### config.mk
export PLATFORM = sky130hd
export DESIGN_NAME = mac_row_sched_flat
export DESIGN_NICKNAME = d
export VERILOG_FILES = /design/src/rtl/hmm_pkg.sv /design/src/rtl/mac_row_sched_if.sv /design/src/rtl/mac_row_sched_mac.sv /design/src/rtl/mac_row_sched.sv /design/src/flat_wrapper.sv
export SDC_FILE = /design/constraint.sdc
export NUM_CORES = 1
export LEC_CHECK = 0
export CAP_MARGIN = 25
export CORE_ASPECT_RATIO = 0.75
export CORE_MARGIN = 4
export CORE_UTILIZATION = 59
export CTS_CLUSTER_DIAMETER = 120
export DETAILED_ROUTE_END_ITERATION = 6
export PLACE_DENSITY = 0.8
export SLEW_MARGIN = 20
export SYNTH_ARGS = -nofsm -noshare
export SYNTH_HDL_FRONTEND = slang
export SYNTH_SLANG_ARGS = --single-unit
### constraint.sdc
create_clock -name clk -period 14.2 [get_ports clk]
set_input_delay 2.13 -clock clk [delete_from_list [all_inputs] [get_ports clk]]
set_output_delay 2.13 -clock clk [all_outputs]
set_load 0.01 [all_outputs]
### src/rtl/hmm_pkg.sv
// Shared HMM-Viterbi datapath definitions: default operand/result widths,
// the feature-vector length and the row scheduler state encoding.
package hmm_pkg;
  localparam int HMM_VEC_LEN = 13;
  localparam int HMM_A_W     = 17;
  localparam int HMM_B_W     = 14;
  localparam int HMM_S_W     = 23;

  typedef enum logic [2:0] {
    ST_IDLE  = 3'd0,
    ST_CLR   = 3'd1,
    ST_FETCH = 3'd2,
    ST_DRAIN = 3'd3,
    ST_DONE  = 3'd4
  } state_t;
endpackage

### src/rtl/mac_row_sched_if.sv
// Job control, operand memory and result bus of the MAC row scheduler.
// master = host/memory side, slave = the scheduler.
interface mac_row_sched_if #(
  parameter int ROW_W = 6,
  parameter int IDX_W = 4,
  parameter int WA_W  = 10,
  parameter int A_W   = hmm_pkg::HMM_A_W,
  parameter int B_W   = hmm_pkg::HMM_B_W,
  parameter int S_W   = hmm_pkg::HMM_S_W
);
  logic                    start;
  logic [ROW_W-1:0]        n_rows;
  logic                    busy;
  logic                    done;
  logic [IDX_W-1:0]        x_addr;
  logic signed [A_W-1:0]   x_data;
  logic [WA_W-1:0]         w_addr;
  logic signed [B_W-1:0]   w_data;
  logic                    res_valid;
  logic [ROW_W-1:0]        res_row;
  logic signed [S_W-1:0]   res;

  modport master (
    output start, n_rows, x_data, w_data,
    input  busy, done, x_addr, w_addr, res_valid, res_row, res
  );

  modport slave (
    input  start, n_rows, x_data, w_data,
    output busy, done, x_addr, w_addr, res_valid, res_row, res
  );
endinterface

### src/rtl/mac_row_sched_mac.sv
// MultAccum: signed multiply-accumulate, low S_W bits, two's-complement wrap.
// sclr takes effect only together with ce. s lags the ce cycle by LAT.
module MultAccum #(
  parameter int A_W = hmm_pkg::HMM_A_W,
  parameter int B_W = hmm_pkg::HMM_B_W,
  parameter int S_W = hmm_pkg::HMM_S_W,
  parameter int LAT = 1
) (
  input  logic                  clk,
  input  logic                  ce,
  input  logic                  sclr,
  input  logic signed [A_W-1:0] a,
  input  logic signed [B_W-1:0] b,
  output logic signed [S_W-1:0] s
);
  logic signed [S_W-1:0] prod;
  logic signed [S_W-1:0] acc;

  // operands widened to S_W first so the product is already the low S_W bits
  assign prod = S_W'(a) * S_W'(b);

  // accumulator: clear or accumulate on ce
  always_ff @(posedge clk) begin
    if (ce) acc <= sclr ? '0 : acc + prod;
  end

  generate
    if (LAT == 1) begin : g_direct
      assign s = acc;
    end else begin : g_dly
      logic signed [S_W-1:0] dly [LAT-1];
      // extra output stages to model deeper MAC latency
      always_ff @(posedge clk) begin
        dly[0] <= acc;
        for (int k = 1; k < LAT-1; k++) dly[k] <= dly[k-1];
      end
      assign s = dly[LAT-2];
    end
  endgenerate
endmodule

### src/rtl/mac_row_sched.sv
// Row scheduler for MultAccum: n_rows dot products of x against consecutive
// row-major weight rows, one scored result per row.
module mac_row_sched
  import hmm_pkg::*;
#(
  parameter int VEC_LEN = HMM_VEC_LEN,
  parameter int ROW_W   = 6,
  parameter int IDX_W   = 4,
  parameter int WA_W    = 10,
  parameter int A_W     = HMM_A_W,
  parameter int B_W     = HMM_B_W,
  parameter int S_W     = HMM_S_W,
  parameter int MAC_LAT = 1
) (
  input logic             clk,
  input logic             sclr,
  mac_row_sched_if.slave  bus
);
  localparam int             D_W    = $clog2(MAC_LAT + 1);
  localparam logic [IDX_W-1:0] I_LAST = IDX_W'(VEC_LEN - 1);
  localparam logic [D_W-1:0]   D_LAST = D_W'(MAC_LAT);

  state_t                state, nxt;
  logic [IDX_W-1:0]      i;
  logic [D_W-1:0]        d;
  logic [ROW_W-1:0]      row, nrows;
  logic [WA_W-1:0]       base;
  logic                  vld_pipe;  // fetch-valid delayed by the memory read latency
  logic                  fetch, clr, row_more;
  logic                  mac_ce, mac_sclr;
  logic signed [A_W-1:0] mac_a;
  logic signed [B_W-1:0] mac_b;
  logic signed [S_W-1:0] mac_s;

  assign fetch    = (state == ST_FETCH);
  assign clr      = (state == ST_CLR);
  assign row_more = ({1'b0, row} + 1'b1) < {1'b0, nrows};

  assign bus.busy   = clr || fetch || (state == ST_DRAIN);
  assign bus.done   = (state == ST_DONE);
  assign bus.x_addr = fetch ? i : '0;
  assign bus.w_addr = fetch ? base + WA_W'(i) : '0;

  // reset also empties the accumulator, so sclr rides along with ce
  assign mac_sclr = sclr || clr;
  assign mac_ce   = sclr || clr || vld_pipe;
  assign mac_a    = vld_pipe ? bus.x_data : '0;
  assign mac_b    = vld_pipe ? bus.w_data : '0;

  MultAccum #(.A_W(A_W), .B_W(B_W), .S_W(S_W), .LAT(MAC_LAT)) u_mac (
    .clk (clk), .ce (mac_ce), .sclr (mac_sclr), .a (mac_a), .b (mac_b), .s (mac_s)
  );

  // state register
  always_ff @(posedge clk) begin
    if (sclr) state <= ST_IDLE;
    else      state <= nxt;
  end

  // next state; start is honoured in IDLE and DONE so jobs chain without a gap
  always_comb begin
    nxt = state;
    unique case (state)
      ST_IDLE, ST_DONE: begin
        if (bus.start) nxt = (bus.n_rows == '0) ? ST_DONE : ST_CLR;
        else           nxt = ST_IDLE;
      end
      ST_CLR:   nxt = ST_FETCH;
      ST_FETCH: if (i == I_LAST) nxt = ST_DRAIN;
      // DRAIN covers the last delayed operand plus MAC_LAT settle cycles
      ST_DRAIN: if (d == D_LAST) nxt = row_more ? ST_CLR : ST_DONE;
      default:  nxt = ST_IDLE;
    endcase
  end

  // counters, w base accumulator, ce pipe and result capture
  always_ff @(posedge clk) begin
    if (sclr) begin
      i             <= '0;
      d             <= '0;
      row           <= '0;
      nrows         <= '0;
      base          <= '0;
      vld_pipe      <= 1'b0;
      bus.res_valid <= 1'b0;
      bus.res_row   <= '0;
      bus.res       <= '0;
    end else begin
      vld_pipe      <= fetch;
      bus.res_valid <= 1'b0;
      unique case (state)
        ST_IDLE, ST_DONE: begin
          if (bus.start) begin
            nrows <= bus.n_rows;
            row   <= '0;
            base  <= '0;
          end
        end
        ST_CLR: begin
          i <= '0;
          d <= '0;
        end
        ST_FETCH: i <= i + 1'b1;
        ST_DRAIN: begin
          d <= d + 1'b1;
          if (d == D_LAST) begin
            bus.res       <= mac_s;
            bus.res_row   <= row;
            bus.res_valid <= 1'b1;
            if (row_more) begin
              row  <= row + 1'b1;
              base <= base + WA_W'(VEC_LEN);
            end
          end
        end
        default: ;
      endcase
    end
  end
endmodule
### src/flat_wrapper.sv
// flat-port wrapper written by rule: the top's interface ports become plain ports
module mac_row_sched_flat import hmm_pkg::*;
#(
  parameter int VEC_LEN = HMM_VEC_LEN,
  parameter int ROW_W   = 6,
  parameter int IDX_W   = 4,
  parameter int WA_W    = 10,
  parameter int A_W     = HMM_A_W,
  parameter int B_W     = HMM_B_W,
  parameter int S_W     = HMM_S_W,
  parameter int MAC_LAT = 1
)
  (clk, sclr, bus_start, bus_n_rows, bus_x_data, bus_w_data, bus_busy, bus_done, bus_x_addr, bus_w_addr, bus_res_valid, bus_res_row, bus_res);
  mac_row_sched_if #(.ROW_W(ROW_W), .IDX_W(IDX_W), .WA_W(WA_W), .A_W(A_W), .B_W(B_W), .S_W(S_W)) bus_i ();
  input logic clk;
  input logic sclr;
  input wire logic [$bits(bus_i.start)-1:0] bus_start;
  input wire logic [$bits(bus_i.n_rows)-1:0] bus_n_rows;
  input wire logic [$bits(bus_i.x_data)-1:0] bus_x_data;
  input wire logic [$bits(bus_i.w_data)-1:0] bus_w_data;
  output wire logic [$bits(bus_i.busy)-1:0] bus_busy;
  output wire logic [$bits(bus_i.done)-1:0] bus_done;
  output wire logic [$bits(bus_i.x_addr)-1:0] bus_x_addr;
  output wire logic [$bits(bus_i.w_addr)-1:0] bus_w_addr;
  output wire logic [$bits(bus_i.res_valid)-1:0] bus_res_valid;
  output wire logic [$bits(bus_i.res_row)-1:0] bus_res_row;
  output wire logic [$bits(bus_i.res)-1:0] bus_res;
  assign bus_i.start = bus_start;
  assign bus_i.n_rows = bus_n_rows;
  assign bus_i.x_data = bus_x_data;
  assign bus_i.w_data = bus_w_data;
  assign bus_busy = bus_i.busy;
  assign bus_done = bus_i.done;
  assign bus_x_addr = bus_i.x_addr;
  assign bus_w_addr = bus_i.w_addr;
  assign bus_res_valid = bus_i.res_valid;
  assign bus_res_row = bus_i.res_row;
  assign bus_res = bus_i.res;
  mac_row_sched #(.VEC_LEN(VEC_LEN), .ROW_W(ROW_W), .IDX_W(IDX_W), .WA_W(WA_W), .A_W(A_W), .B_W(B_W), .S_W(S_W), .MAC_LAT(MAC_LAT)) u_core (.clk(clk), .sclr(sclr), .bus(bus_i));
endmodule
==> results of run 1 <==
==> power by group through the flow <==
| stage | registers (uW) | clock network, uW | logic [uW] |
|---|---|---|---|
| 4_1_cts | 341 | 231 | 886 |
| 6_report | 340 | 228 | 886 |
| 3_3_place_gp | 345 | 0 | 839 |
| 3_5_place_dp | 345 | 0 | 876 |
| 5_1_grt | 345 | 243 | 1020 |
| 2_1_floorplan | 328 | 0 | 653 |
==> layout by cell type, fill, tap and decap left out, drive strengths merged, types with 8 or more instances in the layout <==
master,count
fa,186
and2,18
edfxtp,23
inv,241
xnor2,28
nand2,168
clkdlybuf4s50,84
nor2b,8
ha,84
clkbuf,10
a21o,10
a21oi,64
xor2,16
dfxtp,61
o21ai,19
nand3,42
or3,14
nor2,53
and3,112
==> metal layers <==
layer  track usage  up-vias
met5             0        -
met4        0.0663        0
met3        0.0675       56
met2         0.430      419
met1         0.403     4386
li1              -     4112
==> final timing paths <==
path                        end  slack, ns
max          u_core.u_mac.s[20]       5.66
min          u_core.bus.res[20]       0.45
max reg2reg  u_core.u_mac.s[20]       6.59
min reg2reg  u_core.bus.res[20]       0.45
==> sequential cells by signal (all words and copies together), names as in the netlist <==
name                  flops
u_core.bus.res           23
u_core.u_mac.s           23
u_core.base              10
u_core.bus.res_row        6
u_core.nrows              6
u_core.row                6
u_core.i                  4
u_core.state              3
u_core.bus.res_valid      1
u_core.d                  1
u_core.vld_pipe           1
==> critical path, delay by kind of cell <==
kind            cells  cell delay, ns
compound gates      5            1.25
buf+inv             6            0.90
simple gates        3            0.67
fa+ha+maj           7            3.49
xor+xnor            1            0.16
==> kinds of logic after synthesis <==
| logic type | count (synthesis) | share of synthesized area |
|---|---|---|
| simple gates | 450 | 0.197 |
| buf+inv | 309 | 0.104 |
| fa+ha+maj | 270 | 0.424 |
| compound gates | 125 | 0.0660 |
| flops | 84 | 0.170 |
| xor+xnor | 45 | 0.0362 |
| mux | 4 | 0.00355 |
==> layout make-up <==
| class | count | area, um^2 |
|---|---|---|
| Clock inverter | 6 | 63.8 |
| Fill cell | 1541 | 6120 |
| Multi-Input combinational cell | 894 | 8190 |
| Tap cell | 247 | 309 |
| Clock buffer | 10 | 229 |
| Inverter | 240 | 901 |
| Timing Repair Buffer | 91 | 898 |
| Sequential cell | 84 | 1910 |
==> per-stage QoR <==
step | setup WS (ns) | hold slack, ns | total power, uW
finish | 5.66 | 0.452 | 1450
global route | 5.38 | 0.473 | 1610
CTS | 5.80 | 0.454 | 1460
detailed placement | 5.46 | 0.446 | 1220
global placement | 5.53 | 0.444 | 1180
floorplan | 6.49 | 0.436 | 981
==> qor.csv, run 1 <==
metric;value;unit
status;completed;
vias;8973;
synth_edf_count;23;
synth_seq_cells;84;
cts_tree;built;
nNetsFinal;1630;
internal_power;792;uW
synthTopCellsByCount;inv_1 (240), fa_1 (186), nand2_1 (168);
pwr-share-seq;0.234;
synth_top_area_frac;0.330;
crit_path_max_incr_delay;0.62;ns
period_minus_slack;8.54;ns
netSwitchingPower;663;uW
crit_required;14.25;ns
vias_per_cell;5.71;
grt_start_max_net_pins;126;
avgSynthCellArea;8.75;um^2
drcViolationCount;0;
ys.flop_type;dfxtp_1;
yosys.area.top_type;fa_1;
cp-startpoint;bus_w_data[7];
top_layer_used;met4;
ys_types;51;
p_leak;0.00620;uW
firstDrtPassIters;6;
fmax;117;MHz
cts_resized;0;
r2r_start;u_core.vld_pipe;
cp-start-kind;input port;
m1WireLength;12300;um
power_density;116;nW/um^2
final-hold-violation-count;0;
port_buffers;85;
clockPowerShare;0.157;
rsz0062_at_grt;false;
grt_pass1_wl;47800;um
fin_tns_setup;0;ns
wl_per_cell;18.2;um
synthesis.area;11300;um^2
min_path_cells;2;
hp-start;u_core.bus.res[20];
crit_type;input port to flop;
met3WireLength;2650;um
clk_latency;0.33;ns
seq_area_frac_synth;0.170;
synth_warnings;0;
cts_num_sinks;84;
track_usage;0.279;
grt_overflow_total;0;
antenna_found_initial;0;
core_area;18600;um^2
syn_to_final_growth;10.9;%
finalSetupViolations;0;
cts_setup_buffers;0;
hpwlAfterDp;22600;um
synthMostInstantiatedCell;inv_1;
cap_violations;0;
cpMostUsedCell;fa_1;
wl;28600;um
wl_met2;13000;um
arrival;8.59;ns
grt_pass1_vias;9318;
critPathCaptureType;flop;
numCtsBuffers;9;
maxSlewViolCount;0;
skew;0.00467;ns
final_area;12500;um^2
io_pins;86;
drive_gt1_frac;0.0242;
dieArea;21400;um^2
start_util;0.605;
globalplace.congestion;0.949;
ant_nets;0;
switching_share;0.456;
placed_cells;1555;
synth_async_sr_flop_share;0;
cpMaxStageDelayCell;clkdlybuf4s50_1;
final_cell_count_no_fill;1572;
cts-root-buf;clkbuf_16;
synth_nets;1597;
ctsHoldBuffers;0;
holdCritPathClass;flop to flop;
die_w;168;um
drt_iter0_markers;1053;
postSynthCellCount;1287;
cts_buffer_depth;2;
fin_util;0.671;
power_frac_comb;0.609;
htreeDepth;3;
tightest_slew;0.934;ns
n_antenna_cell;0;
place_area;12200;um^2
cts.clk_slew.worst_paths;0.06;ns
vdd_drop_max;0.0965;mV
rows;43;
crit_chain;clkdlybuf4s50_1 -> and2_1 -> nand2_1 -> fa_1 -> inv_1 -> fa_1 -> inv_1 -> fa_1 -> inv_1 -> fa_1 -> fa_1 -> inv_1 -> fa_1 -> inv_1 -> ha_1 -> a21o_1 -> a221oi_1 -> o31ai_2 -> a31oi_1 -> o21bai_1 -> xnor2_1 -> nor2_1;
critPathMaxFanout;10;
relSlewSlack;0.377;
final.period_utilization;0.601;
fp.dieH;128;um
synthTopCellsByArea;fa_1 (33%), dfxtp_1 (11%), ha_1 (9.3%);
r2r_cells;20;
Note: power is estimated with default switching activity, not from simulation.
==> run 2, diff against run 1 <==
CORE_UTILIZATION = 55   (was 59)
PLACE_DENSITY = 0.79   (was 0.8)
clock period = 7.15 ns   (was 14.2 ns; I/O delays follow)
==> run 2 against run 1 <==
Effect of this change: die area up 6.9%; routed wire length down 0.59%; non-clock buffer count up 72; worst setup slack worse by 5.4 ns; highest routed layer unchanged.
==> qor.csv, run 2 (synthesis gave the netlist of run 1 again) <==
metric;value;unit;change
status;completed;;unchanged
crit_type;input port to flop;;unchanged
pwr-share-seq;0.227;;was 0.234
htreeDepth;3;;unchanged
vias;9241;;was 8,973
core_area;20200;um^2;was 18,600 um^2
nNetsFinal;1702;;was 1,630
period_minus_slack;6.90;ns;
rows;45;;was 43
cts_num_sinks;84;;unchanged
nFillCells;1651;;was 1,541
drive_gt1_frac;0.0759;;was 0.0242
firstDrtPassIters;5;;was 6
crit_required;7.23;ns;was 14.25 ns
cts_tree;built;;unchanged
vias_per_cell;5.58;;was 5.71
seq_area;1910;um^2;unchanged
finalSetupViolations;0;;unchanged
grt_start_max_net_pins;74;;was 126
cp-start-kind;input port;;unchanged
rsz0062_at_grt;false;;unchanged
switching_share;0.439;;was 0.456
grt_pass1_vias;9534;;was 9,318
numCtsBuffers;9;;unchanged
skew;0.00385;ns;was 0.00467 ns
antenna_found_initial;0;;unchanged
drcViolationCount;0;;unchanged
multi_input_area;8190;um^2;about the same
vdd_drop_max;0.141;mV;was 0.0965 mV
wl;28500;um;was 28,600 um
syn_to_final_growth;16.2;%;was 10.9%
io_pins;86;;unchanged
critPathMaxFanout;6;;was 10
netSwitchingPower;1320;uW;was 663 uW
wl_per_cell;17.2;um;was 18.2 um
whs;0.453;ns;was 0.452 ns
cts-root-buf;clkbuf_16;;unchanged
ant_nets;0;;unchanged
ctsHoldBuffers;0;;unchanged
globalplace.congestion;0.962;;was 0.949
placed_cells;1639;;was 1,555
holdCritPathClass;flop to flop;;unchanged
n_antenna_cell;0;;unchanged
start_util;0.559;;was 0.605
final_cell_count_no_fill;1655;;was 1,572
final-hold-violation-count;0;;unchanged
clk_latency;0.33;ns;about the same
r2r_setup_slack;0.69;ns;was 6.59 ns
fp.dieH;132;um;was 128 um
maxSlewViolCount;0;;unchanged
hpwlAfterDp;23600;um;was 22,600 um
arrival;6.98;ns;was 8.59 ns
clockPowerShare;0.161;;was 0.157
cap_violations;0;;unchanged
layout_common_cells;inv_1 (240), fa_1 (186), nand2_1 (168), and3_1 (112);;unchanged
port_buffers;85;;unchanged
final.period_utilization;0.965;;
tightest_slew;1.01;ns;was 0.934 ns
drt_iter0_markers;876;;was 1,053
relSlewSlack;0.327;;was 0.377
dieArea;22900;um^2;was 21,400 um^2
fmax;145;MHz;
grt_overflow_total;0;;unchanged
power_density;230;nW/um^2;was 116 nW/um^2
power_frac_comb;0.612;;was 0.609
grt_pass1_wl;48100;um;was 47,800 um
die_w;173;um;was 168 um
final_common_cell;inv_1;;unchanged
cts_buffer_depth;2;;unchanged
p_leak;0.00658;uW;was 0.00620 uW
critPathCaptureType;flop;;unchanged
track_usage;0.255;;was 0.279
cts.clk_slew.worst_paths;0.06;ns;about the same
internal_power;1690;uW;was 792 uW
[run 2: power groups by stage]
stage	Sequential, uW	Combinational [uW]	Clock (uW)
after floorplan	651	1300	0
after global placement	694	1780	0
after detailed placement	694	1830	0
after CTS	684	1860	491
after global routing	693	2130	514
final	684	1840	484
[run 2: routing by layer]
metal | vias up | track usage | share of wire
met1 | 4642 | 0.375 | 0.45
met4 | 0 | 0.0399 | 0.013
li1 | 4263 | - | -
met2 | 304 | 0.410 | 0.47
met5 | - | 0 | 0
met3 | 32 | 0.0436 | 0.067
[run 2: path summary, 6_finish.rpt]
kind                         start                     to  cells past startpoint
max                  bus_x_data[8]     u_core.u_mac.s[21]                     20
min          u_core.bus.res_row[0]  u_core.bus.res_row[0]                      2
max reg2reg        u_core.vld_pipe     u_core.u_mac.s[22]                     20
min reg2reg  u_core.bus.res_row[0]  u_core.bus.res_row[0]                      2
[run 2: critical path: stages]
cell and delay (ns):
clkdlybuf4s50_1 0.59, and3_1 0.30, fa_1 0.53, inv_1 0.05
fa_1 0.53, inv_1 0.05, fa_1 0.51, fa_1 0.45
fa_1 0.55, inv_1 0.05, fa_1 0.53, inv_1 0.04
ha_1 0.31, buf_4 0.15, and2_1 0.15, and4_1 0.20
and3_1 0.25, nor3_1 0.30, mux2i_1 0.26, nand3_1 0.10
[run 2: final cells by class]
class,instances,area share
Tap cell,258,0.0247
Multi-Input combinational cell,894,0.625
Sequential cell,84,0.146
Inverter,240,0.0688
Timing Repair Buffer,163,0.111
Clock inverter,6,0.00516
Clock buffer,10,0.0191
[run 2: timing repair]
item,4_1_cts,5_1_grt
resized for setup,0,1
buffers inserted,0,0
endpoints found under the hold margin,0,0
endpoints found under the setup margin,0,4
[run 2: stage by stage]
| stage | setup TNS [ns] | util | setup slack [ns] | instance area (um^2) | total power, uW |
|---|---|---|---|---|---|
| 6_report | 0 | 0.650 | 0.251 | 13100 | 3010 |
| 5_1_grt | 0 | 0.650 | 0.00899 | 13100 | 3340 |
| 4_1_cts | 0 | 0.649 | 0.272 | 13100 | 3030 |
| 3_5_place_dp | -0.215 | 0.634 | -0.0816 | 12800 | 2520 |
| 3_3_place_gp | 0 | 0.633 | 0.0144 | 12800 | 2480 |
| 2_1_floorplan | 0 | - | 0.502 | 11300 | 1950 |
==> run 3, diff against run 2 <==
PLACE_DENSITY = not set   (was 0.79)
PLACE_DENSITY_LB_ADDON = 0.25   (was not set)
SLEW_MARGIN = 10   (was 20)
==> run 3 against run 2 <==
Effect of this change: combinational power about the same; first-iteration DRC count down 11%; worst hold slack better by 0.0020 ns; worst setup slack better by 0.020 ns; highest routed layer unchanged.
==> qor.csv, run 3 (synthesis gave the netlist of run 1 again) <==
metric;value;unit;change
status;completed;;unchanged
cts_tree;built;;unchanged
path_delay_family;adder cells;;unchanged
use_met2;0.395;;was 0.410
wl;28800;um;was 28,500 um
fin_util;0.649;;was 0.650
finalSetupViolations;0;;unchanged
crit_path_max_incr_delay;0.55;ns;was 0.59 ns
n_antenna_cell;0;;unchanged
rows;45;;unchanged
fin_tns_setup;0;ns;unchanged
grt_util_met1;0.385;;was 0.375
core_area;20200;um^2;unchanged
crit_type;input port to flop;;unchanged
p_leak;0.00657;uW;was 0.00658 uW
htreeDepth;3;;unchanged
final-hold-violation-count;0;;unchanged
hpwlAfterDp;24000;um;was 23,600 um
final_common_cell;inv_1;;unchanged
vias_per_cell;5.48;;was 5.58
holdCritPathClass;flop to flop;;unchanged
cap_violations;0;;unchanged
cpMaxStageDelayCell;fa_1;;was clkdlybuf4s50_1
cts_setup_buffers;0;;unchanged
vdd_drop_max;0.143;mV;was 0.141 mV
cpMostUsedCell;fa_1;;unchanged
clockPowerShare;0.158;;was 0.161
switching_share;0.442;;was 0.439
globalplace.congestion;0.939;;was 0.962
nFillCells;1734;;was 1,651
rsz0062_at_grt;true;;was false
cts-root-buf;clkbuf_16;;unchanged
port_buffers;85;;unchanged
grt_start_max_net_pins;59;;was 74
vias;9079;;was 9,241
die_w;173;um;unchanged
relSlewSlack;0.465;;was 0.327
pwr-share-seq;0.227;;about the same
syn_to_final_growth;16.1;%;was 16.2%
cts_num_sinks;84;;unchanged
drcViolationCount;0;;unchanged
numCtsBuffers;9;;unchanged
start_util;0.559;;unchanged
track_usage;0.258;;was 0.255
power_density;231;nW/um^2;was 230 nW/um^2
tightest_slew;0.803;ns;was 1.01 ns
dieArea;22900;um^2;unchanged
crit_chain;clkdlybuf4s50_1 -> and2_1 -> nand2_1 -> fa_1 -> inv_1 -> fa_1 -> inv_1 -> fa_1 -> inv_1 -> fa_1 -> fa_1 -> inv_1 -> fa_1 -> inv_1 -> ha_1 -> buf_4 -> and2_1 -> nand4_1 -> o31ai_2 -> a31oi_1 -> or3_1 -> a21oi_1;;was clkdlybuf4s50_1 -> and3_1 -> fa_1 -> inv_1 -> fa_1 -> inv_1 -> fa_1 -> fa_1 -> fa_1 -> inv_1 -> fa_1 -> inv_1 -> ha_1 -> buf_4 -> and2_1 -> and4_1 -> and3_1 -> nor3_1 -> mux2i_1 -> nand3_1
period_minus_slack;6.88;ns;was 6.90 ns
wl_per_cell;17.4;um;was 17.2 um
grt_overflow_total;0;;unchanged
antenna_found_initial;0;;unchanged
drt_iter0_markers;781;;was 876
grt_pass1_wl;48300;um;was 48,100 um
finalWorstSetupSlack;0.271;ns;was 0.251 ns
io_pins;86;;unchanged
fmax;145;MHz;about the same
clk_latency;0.34;ns;was 0.33 ns
cts.clk_slew.worst_paths;0.06;ns;about the same
cp-start-kind;input port;;unchanged
cts_buffer_depth;2;;unchanged
netSwitchingPower;1330;uW;was 1320 uW
grtUsageMet3;0.0599;;was 0.0436
dp_slack;-0.0675;ns;was -0.0816 ns
fp.dieH;132;um;unchanged
critPathCaptureType;flop;;unchanged
grt.busiest_layer;met2;;unchanged
crit_required;7.32;ns;was 7.23 ns
maxSlewViolCount;0;;unchanged
path_buf_inv;7;;was 6
layout_common_cells;inv_1 (240), fa_1 (186), nand2_1 (168), and3_1 (112);;unchanged
firstDrtPassIters;6;;was 5
grt_pass1_vias;9461;;was 9,534
internal_power;1690;uW;about the same
ant_nets;0;;unchanged
nNetsFinal;1704;;was 1,702
final.period_utilization;0.962;;was 0.965
power_frac_comb;0.615;;was 0.612
arrival;7.05;ns;was 6.98 ns
skew;0.00734;ns;was 0.00385 ns
drive_gt1_frac;0.0765;;was 0.0759
critPathMaxFanout;4;;was 6
==> run 3: cell count changes in the layout (fill, tap and decap cells not counted), sizes merged <==
cell	delta
inv	+2
clkinv	-2
clkinvlp	+1
buf	+2
clkbuf	-1
==> run 3: metrics by stage <==
step / instances / hold slack (ns) / cell area (um^2) / power (uW)
final: 1657 / 0.455 / 13100 / 3020
after global routing: 1657 / 0.474 / 13100 / 3350
after CTS: 1656 / 0.457 / 13100 / 3030
after detailed placement: 1640 / 0.448 / 12800 / 2540
after global placement: 1640 / 0.443 / 12800 / 2490
after floorplan: 1287 / 0.436 / 11300 / 1950
==> run 3: power by group through the flow <==
stage / clock [uW] / combinational [uW] / sequential (uW)
floorplan: 0 / 1300 / 651
global route: 506 / 2150 / 693
CTS: 485 / 1860 / 686
global placement: 0 / 1790 / 697
detailed placement: 0 / 1840 / 696
finish: 476 / 1860 / 685
==> run 3: cell type report <==
cell class,instances,area [um^2],share of cell area
multi-input combinational,894,8190,0.626
inverter,240,901,0.0689
tap,258,323,0.0247
timing repair buffer,165,1450,0.111
sequential,84,1910,0.146
clock buffer,9,225,0.0172
clock inverter,7,81.3,0.00622
==> run 3: worst paths after layout <==
path / from / endpoint / slack (ns) / cells after the start
setup / recovery: bus_w_data[5] / u_core.u_mac.s[18] / 0.27 / 22
setup reg to reg: u_core.vld_pipe / u_core.u_mac.s[18] / 0.51 / 21
hold / removal: u_core.bus.res[19] / u_core.bus.res[19] / 0.46 / 2
hold reg to reg: u_core.bus.res[19] / u_core.bus.res[19] / 0.46 / 2
==> run 3: timing repair <==
action,in CTS,in global routing
hold buffers,0,0
gates resized for setup,0,0
endpoints found under the setup margin,0,1
==> run 3: worst min-delay path: stages (launching register included) <==
cell	delay, ns
dfxtp_1	0.31
nand2_1	0.05
a21oi_1	0.05
==> run 3: per-layer routing <==
layer	vias to the layer above	wire length, um
li1	4274	-
met1	4463	13400
met2	306	12600
met3	36	2250
met4	0	415
met5	-	0
